File: config.mk
export PLATFORM = sky130hd
export DESIGN_NAME = reg_file32
export DESIGN_NICKNAME = d
export VERILOG_FILES = /design/src/rtl/reg_file32.sv
export SDC_FILE = /design/constraint.sdc
export NUM_CORES = 2
export LEC_CHECK = 0
export ABC_CLOCK_PERIOD_IN_PS = 28500
export BUFFER_PORTS_ARGS = -buffer_cell sky130_fd_sc_hd__buf_2
export CORE_MARGIN = 2
export CORE_UTILIZATION = 35
export DETAILED_ROUTE_END_ITERATION = 12
export SETUP_SLACK_MARGIN = 0.1
export SLEW_MARGIN = 5
export SYNTH_ARGS = -nofsm -noshare
export SYNTH_HDL_FRONTEND = slang
export SYNTH_SLANG_ARGS = --single-unit
File: constraint.sdc
create_clock -name clk -period 28.5 [get_ports clk]
set_input_delay 1.425 -clock clk [delete_from_list [all_inputs] [get_ports clk]]
set_output_delay 1.425 -clock clk [all_outputs]
set_load 0.01 [all_outputs]
File: src/rtl/reg_file32.sv
// reg_file32: 2-read/1-write register file, register 0 hard-wired to zero
// Optional feature macro: REGFILE_BYPASS_EN (write-through forwarding to read ports)
// Ports:
//   clk      - clock, writes commit on rising edge
//   rst      - asynchronous active-high reset, clears every register
//   rs_addr  - read port A address
//   rt_addr  - read port B address
//   rd_addr  - write address
//   wr_data  - write data
//   wr_en    - write enable
//   rs_data  - read port A data (ALU operand A)
//   rt_data  - read port B data (operand-B mux in1 / store data)
module reg_file32 #(
    parameter int DATA_W = 32,
    parameter int ADDR_W = 5
) (
    input  logic              clk,
    input  logic              rst,
    input  logic [ADDR_W-1:0] rs_addr,
    input  logic [ADDR_W-1:0] rt_addr,
    input  logic [ADDR_W-1:0] rd_addr,
    input  logic [DATA_W-1:0] wr_data,
    input  logic              wr_en,
    output logic [DATA_W-1:0] rs_data,
    output logic [DATA_W-1:0] rt_data
);
    localparam int N = 2 ** ADDR_W;
    logic [DATA_W-1:0] regs [N];
    logic wr_hit;
    assign wr_hit = wr_en && rd_addr != '0;
    always_ff @(posedge clk or posedge rst)
        if (rst)
            for (int i = 0; i < N; i++) regs[i] <= '0;
        else if (wr_hit)
            regs[rd_addr] <= wr_data;
    // rst gates the outputs so reads are zero for the whole reset window
`ifdef REGFILE_BYPASS_EN
    assign rs_data = (rst || rs_addr == '0) ? '0 : (wr_hit && rd_addr == rs_addr) ? wr_data : regs[rs_addr];
    assign rt_data = (rst || rt_addr == '0) ? '0 : (wr_hit && rd_addr == rt_addr) ? wr_data : regs[rt_addr];
`else
    assign rs_data = (rst || rs_addr == '0) ? '0 : regs[rs_addr];
    assign rt_data = (rst || rt_addr == '0) ? '0 : regs[rt_addr];
`endif
endmodule

* Word level (Yosys, flattened, before mapping)
Index checks and enable logic that the tools add are counted.
** Cells by class
- Add/sub/neg operators :: 0
- Divide/modulo/power cells :: 0
- Multipliers :: 0
- Bitwise logic cells :: 3
- $lt $le $gt $ge :: 4
- Shift-type cells :: 0
- Muxes and demuxes :: 11
- Eq/ne operators :: 0
- Reduce and logical (&&, ||, !) cells :: 7
** Operators by type and width (number)
- bitwise mux 1024 bit :: 1
- binary-select mux 32 bit (select 5 bit) :: 2
- two-way mux 32 bit :: 7
- demux 32 bit (select 5 bit) :: 1
- greater-or-equal comparator 6 bit (second input constant) :: 3
- NOT 5 -> 6 bit :: 3
- logical NOT 5 bit :: 2
- less-than comparator 6 x 1 -> 1 bit (second input constant) :: 1
- nonzero test 5 bit :: 1
- logical AND 1 bit :: 2
- logical OR 1 bit :: 2
** Word-level totals
- Word-level logic and storage cells :: 57
- Latch bits :: 0
- Input port bits :: 50
- Memories kept :: 0
- Bits in read-only memories :: 0
- Bits in registers :: 1024
- Output and inout bits :: 64
- Bits in writable memories :: 0

* Logic depth before layout (Yosys ltp)
- Depth after elaboration :: 6
- Depth in mapped cells :: 9

* Least setup slack after synthesis
OpenSTA, ideal clock, no wires.
- Path type :: in2out
- From :: input port rst
- To :: output port rt_data[17]
- Path slack :: 0.306 ns
- Arrival time :: 26.769 ns
- Data required time :: 27.075 ns
- Path buffers :: 0
- Cell stages on the path :: 3
- Cell sequence :: inv_1 -> nand3_1 -> o221ai_1
** On the way
- Cells in the longest elaborated chain, start to end :: 2
** RTL lines
- start, declared :: line 18 : input logic rst,
- logical OR 1 bit :: line 42 : assign rt_data = (rst || rt_addr == '0) ? '0 : regs[rt_addr];
- two-way mux 32 bit :: line 42
- end, declared :: line 25 : output logic [DATA_W-1:0] rt_data
Every way passes these cells.

* Worst setup path in the final report
- From :: input port rs_addr[0]
- To :: output port rs_data[18]
** On the way
- Cells in the longest elaborated chain, start to end :: 5
- Elaborated cells between the ends (all ways) :: 7
- Those cells by class :: mux (4); bitwise (1); reduce/logical (2)
** RTL lines
- start, declared :: line 19 : input logic [ADDR_W-1:0] rs_addr,
- NOT 5 -> 6 bit (not written as such) :: line 41 : assign rs_data = (rst || rs_addr == '0) ? '0 : regs[rs_addr];
- binary-select mux 32 bit (select 5 bit) :: line 41
- two-way mux 32 bit (not written as such) (2 in series) :: line 41
- two-way mux 32 bit * :: line 41
- end, declared :: line 24 : output logic [DATA_W-1:0] rs_data,
Mark *: on every way between the ends. The rest lies on a longest branch, timed or not. The select of a mux whose other input is x is not followed.

==> out/results.tsv <==
metric	value	unit
Initial Util	35.2	%
row cnt	144	
PD cells	70.7	nW/um^2
ys flop type	dfrtp_1	
max reg flops	1024	
Yosys reg bits	1024	
crit path max fanout	58	
FF-to-FF End	regs[355]	
Vias/cell	6.04	
Worst Setup Start Kind	input port	
largest net degree at the start of global routing	178	
Setup TNS Final	0	ns
share of cells above drive strength 1	51.5	%
DR WL/cell	30.8	um
die span in y	398	um
Hold Startpoint	regs[1023]	
number of port buffers	113	
sequential standard cell area	25600	um^2
# nets final	3504	
drt first pass iters	7	
Syn Area/Cell	15.3	um^2
worst flop-to-flop path startpoint	regs[355]	
Period minus WS final	7.16	ns
Final Hold Viols	0	
vias in the first global route	34000	
worst hold stages	0	
Net Count, Synth	3610	
CTS tree	done	
Die W	398	um
clk sink count	1024	
root buffer cell	clkbuf_16	
All-Layer GR Usage	21.7	%
RSZ-0062 raised after global routing	false	
buffer depth of the longest clock path	3	
IR drop worst, VDD	0.0498	mV
die area	158000	um^2
register area share after synthesis	47.1	%
Clk pin slew, worst setup/hold paths	0.06	ns
LEAKAGE	0.0259	uW
Least-Margin Pin Slew	1.20	ns
final non-filler cell total	5588	
area delta synth->final	10.8	%
total power	4260	uW
Pins Over Slew Limit	0	
DRC viols	0	
post-synthesis cell count	3560	
# resized after CTS	0	
# Post-CTS Setup Buffers	0	
Ports	114	
R2R setup slack	27.69	ns
grt total ovfl	0	
Peak Freq	140	MHz
share of flip-flops with an asynchronous set or reset	100	%
area of the multi-input gates	27000	um^2
Largest regs	regs (1024)	
Filler Cell Count	14400	
period utilisation layout	25.1	%
Distinct cells, synth	42	
worst-case hold path end point	regs[1023]	
initial antenna violation count	15	
Routed WL	172000	um
Largest Register	regs	
max_slew headroom	19.7	%
crit path DAT	5.73	ns
required time worst endpoint	27.07	ns
CP Capture Type	primary output	
Max Cap Viol	0	
mapped cell area	54400	um^2
core area	154000	um^2
Yosys warnings	0	
Final Setup Violations	0	
r2r worst-path depth	1	
GPL Wtd Cong	0.765	
DRT antenna net count	0	
Via Count	33800	
TritonCTS buffer count	111	
Post-synth EDFFs	0	
DR iter-0 viols	3236	
Worst Skew	0	ns
status	complete, no violations	
cts hold-fix bufs	0	
Tightest Hold Check Type	flop to flop	
first-pass GRT wire length	251000	um
Inst Count DP	5385	
CTS HTree Levels	3	
CP Class	input port to primary output	
later-pin clock latency in the skew report	0.71	ns
post-DP HPWL	92200	um
metal layers:
metal,vias up,part of all wire (%),GRT usage (%)
met1,18600,45,31.1
met2,1203,45,33.2
met5,-,0.066,0
li1,13600,-,-
met3,281,6.8,4.15
met4,16,2.9,6.70
worst max-delay path: stages:
cell	delay, ns
buf_8	0.48
buf_4	0.80
buf_4	0.79
nor3_1	0.12
nand2_1	0.12
nand2_2	0.17
buf_4	0.39
nor3_1	0.93
buf_2	0.29
kinds of logic (layout without fill, tap and decap cells):
family	Yosys count	in the layout	share of synthesized area, %
multiplexers	1730	1730	44.1
flip-flops	1024	1024	47.1
buffers and inverters	414	395	3.66
AO/OA/AOI/OAI	262	262	3.97
AND/OR/NAND/NOR	130	130	1.14
other	0	3	0
placed cells by master, fill, tap and decap left out, types with 11 or more instances in the layout:
cell	synthesis	final
o221ai_1	54	54
nand2_1	53	37
nor3_1	18	18
clkbuf_1	210	24
nand3_1	15	13
clkbuf_16	0	114
buf_4	12	79
clkinv_2	0	19
mux2i_1	290	290
mux2_1	46	46
mux2_2	963	963
o22a_1	32	32
a211oi_1	14	14
nand2_2	0	12
dfrtp_1	1024	1024
mux4_2	431	431
a22oi_1	24	24
a2111oi_2	11	11
a22o_1	39	39
clkbuf_8	0	29
o22ai_1	25	25
buf_2	94	106
a21oi_1	24	24
nor2_4	0	18
final cells by class:
cell class,count,share of cell area (%)
diodes,3,0.0125
multi-input cells,2122,44.9
clock inverters,33,0.688
clock buffers,167,5.55
well taps,2044,4.25
inverters,2,0.0187
repair buffers,193,2.07
flip-flops and latches,1024,42.6
how the worst max path moves through the flow:
stage | start | endpoint | slack (ns) | cells past startpoint
final | rs_addr[0] | rs_data[18] | 21.34 | 9
after detailed placement | rs_addr[0] | rs_data[19] | 21.35 | 9
after global placement | rs_addr[0] | rs_data[18] | 21.33 | 9
after global routing | rs_addr[0] | rs_data[19] | 21.13 | 9
after floorplan | rst | rt_data[19] | 8.81 | 4
after CTS | rs_addr[0] | rs_data[19] | 21.34 | 9
power by group:
group	switching, uW	internal [uW]	total [uW]	leakage (uW)
Clock	614	884	1500	0.00186
Combinational	335	492	827	0.0110
Sequential	200	1730	1930	0.0131
Total	1150	3110	4260	0.0259
cells in the mapped netlist, types with 10 or more instances:
cell type / number / area [um^2]
buf_1: 69 / 259
buf_4: 12 / 90.1
nand2_1: 53 / 199
mux2i_1: 290 / 2900
buf_6: 15 / 169
a22oi_1: 24 / 180
mux2_1: 46 / 518
a21oi_1: 24 / 120
a2111oi_0: 13 / 114
a311oi_1: 10 / 87.6
buf_2: 94 / 470
dfrtp_1: 1024 / 25600
nor3_1: 18 / 90.1
a2111oi_2: 11 / 165
clkbuf_1: 210 / 788
a211oi_1: 14 / 105
nor2_1: 19 / 71.3
o22ai_1: 25 / 156
o221ai_1: 54 / 473
mux2_2: 963 / 10800
o22a_1: 32 / 280
a22o_1: 39 / 342
mux4_2: 431 / 9710
nand3_1: 15 / 75.1
per-stage QoR:
step	setup WS, ns	utilization [%]	hold slack [ns]	area (um^2)
CTS	21.34	39.0	0.397	60200
global route	21.13	39.0	0.411	60200
global placement	21.33	36.6	0.381	56400
floorplan	8.81	-	0.441	54400
finish	21.34	39.0	0.398	60200
detailed placement	21.35	36.6	0.384	56400
No activity file was read; power rests on OpenSTA's default activity.
